$ cat src/rtl/serial_tx.sv
// Serial transmitter: start bit, LSB-first data, optional even parity, stop bit.
// txd is registered; d_ready/busy decode the current state only.
module serial_tx #(
   parameter int DATA_W       = 8,
   parameter int CLKS_PER_BIT = 4,
   parameter int PARITY_EN    = 1
) (
   input  logic              clk,
   input  logic              reset,
   input  logic [DATA_W-1:0] d,
   input  logic              d_valid,
   output logic              d_ready,
   output logic              txd,
   output logic              busy
);

   typedef enum logic [2:0] {
      IDLE,
      START,
      DATA,
      PARITY,
      STOP
   } state_e;

   localparam logic [15:0]       CNT_LAST = 16'(CLKS_PER_BIT - 1);
   localparam logic [DATA_W-1:0] IDX_LAST = DATA_W'(DATA_W - 1);
   localparam logic [DATA_W-1:0] IDX_ONE  = DATA_W'(1);

   state_e            state_q, state_d;
   logic [15:0]       cnt_q, cnt_d;
   logic [DATA_W-1:0] idx_q, idx_d;
   logic [DATA_W-1:0] sh_q, sh_d;
   logic              par_q, par_d;
   logic              txd_q, txd_d;
   logic              bit_done;

   assign bit_done = (cnt_q == CNT_LAST);

   always_comb begin
      state_d = state_q;
      cnt_d   = cnt_q;
      idx_d   = idx_q;
      sh_d    = sh_q;
      par_d   = par_q;
      txd_d   = txd_q;

      if (state_q != IDLE) begin
         cnt_d = bit_done ? '0 : cnt_q + 16'd1;
      end

      // txd_d always carries the value of the bit about to start
      unique case (state_q)
         IDLE: begin
            txd_d = 1'b1;
            if (d_valid) begin
               sh_d    = d;
               par_d   = ^d;
               idx_d   = '0;
               cnt_d   = '0;
               txd_d   = 1'b0;
               state_d = START;
            end
         end
         START: begin
            if (bit_done) begin
               txd_d   = sh_q[0];
               sh_d    = sh_q >> 1;
               idx_d   = '0;
               state_d = DATA;
            end
         end
         DATA: begin
            if (bit_done) begin
               if (idx_q == IDX_LAST) begin
                  if (PARITY_EN != 0) begin
                     txd_d   = par_q;
                     state_d = PARITY;
                  end else begin
                     txd_d   = 1'b1;
                     state_d = STOP;
                  end
               end else begin
                  idx_d = idx_q + IDX_ONE;
                  txd_d = sh_q[0];
                  sh_d  = sh_q >> 1;
               end
            end
         end
         PARITY: begin
            if (bit_done) begin
               txd_d   = 1'b1;
               state_d = STOP;
            end
         end
         STOP: begin
            if (bit_done) begin
               txd_d   = 1'b1;
               state_d = IDLE;
            end
         end
         default: begin
            txd_d   = 1'b1;
            cnt_d   = '0;
            state_d = IDLE;
         end
      endcase
   end

   always_ff @(posedge clk) begin
      if (reset) begin
         state_q <= IDLE;
         cnt_q   <= '0;
         idx_q   <= '0;
         sh_q    <= '0;
         par_q   <= 1'b0;
         txd_q   <= 1'b1;
      end else begin
         state_q <= state_d;
         cnt_q   <= cnt_d;
         idx_q   <= idx_d;
         sh_q    <= sh_d;
         par_q   <= par_d;
         txd_q   <= txd_d;
      end
   end

   assign d_ready = (state_q == IDLE);
   assign busy    = (state_q != IDLE);
   assign txd     = txd_q;

endmodule

$ cat config.mk
export PLATFORM = sky130hd
export DESIGN_NAME = serial_tx
export DESIGN_NICKNAME = d
export VERILOG_FILES = /design/src/rtl/serial_tx.sv
export SDC_FILE = /design/constraint.sdc
export NUM_CORES = 1
export LEC_CHECK = 0
export ABC_CLOCK_PERIOD_IN_PS = 2100
export BUFFER_PORTS_ARGS = -buffer_cell sky130_fd_sc_hd__buf_2
export CAP_MARGIN = 15
export CORE_AREA = 2 2 72 74
export DETAILED_ROUTE_END_ITERATION = 12
export DIE_AREA = 0 0 74 76
export PLACE_DENSITY = 0.63
export SLEW_MARGIN = 5
export SYNTH_ARGS = -nofsm -noshare
export SYNTH_HDL_FRONTEND = slang
export SYNTH_SLANG_ARGS = --single-unit
$ cat constraint.sdc
create_clock -name clk -period 2.1 [get_ports clk]
set_clock_uncertainty 0.05 [all_clocks]
set_input_delay 0 -clock clk [delete_from_list [all_inputs] [get_ports clk]]
set_output_delay 0 -clock clk [all_outputs]
set_load 0.01 [all_outputs]
==> impl_metrics.toml, run 1 <==
[drt]
vias_per_cell = 5.633
drc_errors = 0
routed_wl_mm = 4.879
firstDrtPassIters = 4
wl_per_cell_um = 14.31
vias = 1921
antenna_left = 0
drt_iter0_drc = 71

[grt]
grt_pass1_wl_mm = 8.493
grt_overflow = 0
track_usage_pct = 19.09
grt_start_max_net_pins = 30
grt_antenna_before_repair = 0
first_global_vias = 1811

[floorplanning]
core-area_um2 = 4912
fp.dieH_um = 76
die-area_um2 = 5624
initial_core_util_pct = 43.61
die_x_um = 74
io_pins = 14
rows = 26

[placed_design]
placed_area_um2 = 2312
pre_cts_slack_ns = 0.1134
dp_hpwl_mm = 3.375
place_inst = 332
gp_congestion = 0.7570
portBuffers = 13

[sta]
setup_ws_ns = 0.1162
timing.final.crit_period_ns = 1.984
clock.fmax_mhz = 504.1
max_slew_margin_pct = 33.26
setup_viol = 0
slew_violations = 0
period_share_pct = 94.47
worst_slew_pin_slew_ns = 0.9885
final-hold-violation-count = 0

[job]
maxCapViolCount = 0

[power_and_ir_drop]
total_power_mw = 1.435
leakage_nw = 0.8522
peakVddDrop_uv = 302.6
p_per_area_nw_per_um2 = 589.9

[synth]
syn-num-nets = 263
ys_ff_latch = 37
async_reset_ff_share_pct = 0
synth-seq-area-share_pct = 34.58
ys_types = 55
synth_area_um2 = 2142
synthCells = 250
synth_area_per_cell_um2 = 8.568
synth_enable_flop_cells = 0
yosys_warnings = 0
ys.flop_type = "dfxtp_1"

[setup_path]
crit_family = "compound AO/OA/AOI/OAI gates"
cp-start-kind = "flop"
cpPeakStageDelay_ns = 0.44
crit_fanout = 9
crit_slowest_cell = "o211ai_2"
worstPathRequired_ns = 2.23
path_cells = "ha_1, nor4b_2, and4_1, o211ai_2, mux2_2"
arrival_ns = 2.11
endpoint_kind = "flop"
critPathKind = "reg2reg"
path_buf_inv = 0

[clock_tree]
clock_latency_ns = 0.29
clock_sinks = 37
cts_buffers = 5
clockRootBuffer = "clkbuf_8"
clk_pin_slew_ns = 0.07
h-tree-depth = 2
clock_path_buffers = 2
tritoncts = "built"

[final_layout]
fin_cells = 341
drive_gt1_share_pct = 19.93
antenna_cells = 0
syn_to_final_growth_pct = 13.55
finalInstanceArea_um2 = 2432
nNetsFinal = 284

[hold_path]
hold_class = "in2reg"

[status]
status = "finished, final reports clean"
worst paths after layout:
kind | depth (start not counted) | start | to | slack, ns
worst max-delay path | 5 | cnt_q[0]$_SDFF_PP0_ | sh_q[2]$_SDFFE_PP0P_ | 0.12
worst min register to register | 2 | sh_q[7]$_SDFFE_PP0P_ | sh_q[7]$_SDFFE_PP0P_ | 0.43
worst min-delay path | 2 | reset | state_q[0]$_SDFFE_PP0P_ | 0.14
worst max register to register | 5 | cnt_q[0]$_SDFF_PP0_ | sh_q[2]$_SDFFE_PP0P_ | 0.12
state kept, by name (all words and copies together), names as in the netlist:
signal	count
state_q	3
idx_q	8
txd	1
cnt_q	16
par_q	1
sh_q	8
stage by stage:
step	hold slack (ns)	setup TNS [ns]	utilization, %
after floorplan	0.05972	0	-
after global placement	0.2516	0	47.07
after detailed placement	0.2619	0	47.07
after CTS	0.1400	0	49.24
after global routing	0.1873	-0.1280	49.52
final	0.1441	0	49.52
layer usage:
metal / track usage (%) / vias to the layer above / part of all wire (%)
met5: 0 / - / 0
met4: 6.545 / 0 / 1.1
met3: 4.762 / 5 / 4.7
met2: 28.39 / 42 / 46
met1: 26.74 / 890 / 48
li1: - / 984 / -
placed cells by master, fill, tap and decap left out, drive strengths merged, types with 9 or more instances in the layout:
| master | instances |
|---|---|
| nor2b | 12 |
| xnor2 | 13 |
| nor3 | 16 |
| a21oi | 15 |
| o21ai | 13 |
| nand3 | 16 |
| nand4 | 9 |
| buf | 25 |
| nand2 | 14 |
| dfxtp | 37 |
synthesized netlist by cell type, drive strengths merged, types with 3 or more instances:
cell type / count / area (um^2)
nor3: 16 / 80.08
o21ai: 13 / 65.06
nor4: 4 / 25.02
xor2: 7 / 61.31
dfxtp: 37 / 740.7
o211a: 3 / 30.03
a21oi: 15 / 78.83
a211oi: 8 / 65.06
and4: 3 / 26.28
xnor2: 13 / 113.9
or3: 3 / 20.02
a31oi: 7 / 43.79
nor2b: 12 / 75.07
inv: 5 / 18.77
mux2: 7 / 78.83
o31ai: 4 / 30.03
or4: 4 / 33.78
clkbuf: 7 / 36.28
buf: 6 / 36.28
nand3: 16 / 85.08
o211ai: 3 / 27.52
nand2: 14 / 55.06
nand4: 9 / 56.30
nor2: 8 / 30.03
and3: 4 / 27.52
power breakdown:
part | switching (mW) | total (mW) | internal (mW) | leakage, nW
registers | 0.0143 | 0.737 | 0.723 | 0.301
logic | 0.106 | 0.190 | 0.0841 | 0.507
clock network | 0.246 | 0.507 | 0.261 | 0.0443
logic make-up (layout without fill, tap and decap cells):
kind of cell               Yosys count  count (layout)  share of synthesized area (%)
adders and majority gates            2               2                          1.168
muxes                                8               8                          4.147
buffers and inverters               19              40                          4.439
DFF                                 37              37                          34.58
AOI/OAI and AO/OA                   64              64                          20.62
and+or+nand+nor                    100             100                          26.87
xor gates and xnor gates            20              20                          8.178
worst register-to-register path: stages, from the launching register on:
cell and delay (ns):
dfxtp_1 0.33, ha_1 0.25, nor4b_2 0.18, and4_1 0.24, o211ai_2 0.44, mux2_2 0.39
area by class of cell:
cell class	count	area [um^2]
clock buffer	7	86.33
fill	485	2480
inverter	6	22.52
multi-input combinational	194	1319
sequential	37	742.0
tap	70	87.58
timing repair buffer	27	175.2
repair_timing:
action,CTS,global route
hold buffers,2,0
buffers inserted,0,0
endpoints found under the setup margin,0,17
gates resized for setup,0,3
endpoints found under the hold margin,2,0
Power figures use the tool's default switching activity.
==> inputs of run 2 (changes only) <==
- ABC_AREA: default -> 1
- CORE_AREA: 2 2 72 74 -> 2 2 73 75
- DIE_AREA: 0 0 74 76 -> 0 0 75 77
- PLACE_DENSITY: 0.63 -> 0.62
==> impl_metrics.toml, run 2 <==
[placed_design]
dp_hpwl_mm = 3.292
place_inst = 410
gp_congestion = 0.8240
portBuffers = 13
pre_cts_slack_ns = 0.3286

[clock_tree]
postCtsSetupBuffers = 0
clockRootBuffer = "clkbuf_8"
postCtsHoldBufs = 0
h-tree-depth = 2
clock_sinks = 37
cts_resized = 0
clk_pin_slew_ns = 0.07
cts_buffers = 5
tritoncts = "built"
clock_latency_ns = 0.29
clock_path_buffers = 2

[synth]
synth_top_area_share_pct = 34.30
yosys_warnings = 0
synth_area_um2 = 2160
synthCells = 330
synth_enable_flop_cells = 0
async_reset_ff_share_pct = 0
ys_ff_latch = 37
syn-num-nets = 343
synthTopCellsByArea = "dfxtp_1 (34%), nand2_1 (17%), nor2_1 (8.2%)"
synth_largest_area_cell = "dfxtp_1"
ys_top_cells_by_count = "nand2_1 (95), nor2_1 (47), dfxtp_1 (37)"
synth_most_common_cell = "nand2_1"
ys_types = 33
synth_area_per_cell_um2 = 6.544
ys.flop_type = "dfxtp_1"
synth-seq-area-share_pct = 34.30

[floorplanning]
io_pins = 14
initial_core_util_pct = 43.39
rows = 26
die-area_um2 = 5775
die_x_um = 75
fp.dieH_um = 77
core-area_um2 = 4977

[sta]
setup_viol = 0
timing.final.crit_period_ns = 1.762
slew_violations = 0
max_slew_margin_pct = 71.23
tns_ns = 0
rsz0062_at_grt = "false"
clock.fmax_mhz = 567.6
period_share_pct = 83.90
final-hold-violation-count = 0
setup_ws_ns = 0.3381
worst_slew_pin_slew_ns = 0.4283

[setup_path]
critPathKind = "reg2reg"
cp-start-kind = "flop"
r2r-start = "cnt_q[0]$_SDFF_PP0_"
crit_path_start = "cnt_q[0]$_SDFF_PP0_"
endpoint_kind = "flop"
worstPathRequired_ns = 2.22
arrival_ns = 1.88
crit_fanout = 17

[power_and_ir_drop]
total_power_mw = 2.972
swShare_pct = 45.56
leakage_nw = 0.9882
cell_internal_pwr_mw = 1.618
comb_power_share_pct = 49.9
p_per_area_nw_per_um2 = 1240
peakVddDrop_uv = 917.9
switchingPower_mw = 1.354
p_clk_share_pct = 18.7
seqPwrFrac_pct = 31.4

[status]
status = "finished, final reports clean"

[drt]
vias = 2014
antenna_left = 0
vias_per_cell = 4.818
wl_per_cell_um = 10.53
drt_iter0_drc = 49
firstDrtPassIters = 4
drc_errors = 0
routed_wl_mm = 4.402

[grt]
grt_overflow = 0
grt_antenna_before_repair = 0
grt_pass1_wl_mm = 7.686
grt_start_max_net_pins = 19
first_global_vias = 1807
track_usage_pct = 16.85

[final_layout]
fin_cells = 418
largest_reg_flops = 16
layout_common_cells = "nand2_1 (95), nor2_1 (47), dfxtp_1 (37)"
antenna_cells = 0
utilization_pct = 48.16
top_register = "cnt_q"
syn_to_final_growth_pct = 11.01
reg_top3 = "cnt_q (16), idx_q (8), sh_q (8)"
drive_gt1_share_pct = 13.79
nNetsFinal = 360
final_common_cell = "nand2_1"
n_fill_cell = 528

[hold_path]
hold_class = "in2reg"
worstHoldStart = "d_valid"

[job]
maxCapViolCount = 0
run 2: cell types whose count changed after synthesis, moves of 7 or more:
| cell | change |
|---|---|
| nand2_1 | +82 |
| nor2_1 | +39 |
| inv_1 | +31 |
| nor2b_1 | -12 |
| nand3_1 | +10 |
| nor3_1 | -9 |
| a21oi_1 | +7 |
| a31oi_1 | -7 |
| mux2_2 | -7 |
run 2: worst paths after layout:
path | slack [ns] | depth (start not counted) | to
max | 0.34 | 10 | sh_q[7]$_SDFFE_PP0P_
min | 0.009 | 4 | cnt_q[0]$_SDFF_PP0_
max reg2reg | 0.34 | 10 | sh_q[7]$_SDFFE_PP0P_
min reg2reg | 0.42 | 2 | sh_q[2]$_SDFFE_PP0P_
run 2: worst max-delay path, stage by stage, from the launching register on:
cell	delay [ns]
dfxtp_1	0.38
ha_1	0.18
inv_1	0.06
nor2_1	0.08
nand2_1	0.05
nor2_1	0.08
nand2_1	0.17
nand2_2	0.17
nand3_4	0.18
o21ai_0	0.19
nor2_1	0.06
run 2: final cells by class:
class	instances	area [um^2]	area share, %
clock buffers	7	96.34	4.019
clock inverters	1	5.005	0.2088
inverters	38	145.1	6.054
multi-input cells	249	1235	51.51
flip-flops and latches	37	740.7	30.90
well taps	70	87.58	3.653
repair buffers	16	87.58	3.653
run 2: logic make-up after synthesis:
family          after synthesis  synth area share, %
compound gates               36                9.501
xor+xnor                     11                4.462
fa+ha+maj                     2                1.159
buf+inv                      44                8.517
flops                        37                34.30
simple gates                200                42.06
run 2: routing by layer:
metal	routed length [um]	global-route usage (%)	part of all wire [%]	up-vias
li1	-	-	-	1076
met3	93	3.679	2.1	7
met5	0	0	0	-
met4	74	7.679	1.7	0
met2	2099	26.40	48	21
met1	2134	21.65	48	910
run 2: stage by stage:
stage,instance area [um^2],hold slack [ns]
3_3_place_gp,2296,0.3125
4_1_cts,2397,0.01001
3_5_place_dp,2296,0.3188
5_1_grt,2397,0.02512
6_report,2397,0.008869
2_1_floorplan,2160,0.1986
run 2: power groups by stage:
stage | Sequential, mW | Combinational [mW] | Clock (mW)
global route | 0.949 | 1.68 | 0.590
global placement | 0.948 | 1.50 | 0
finish | 0.934 | 1.48 | 0.555
floorplan | 0.933 | 1.22 | 0
CTS | 0.934 | 1.50 | 0.567
detailed placement | 0.951 | 1.49 | 0
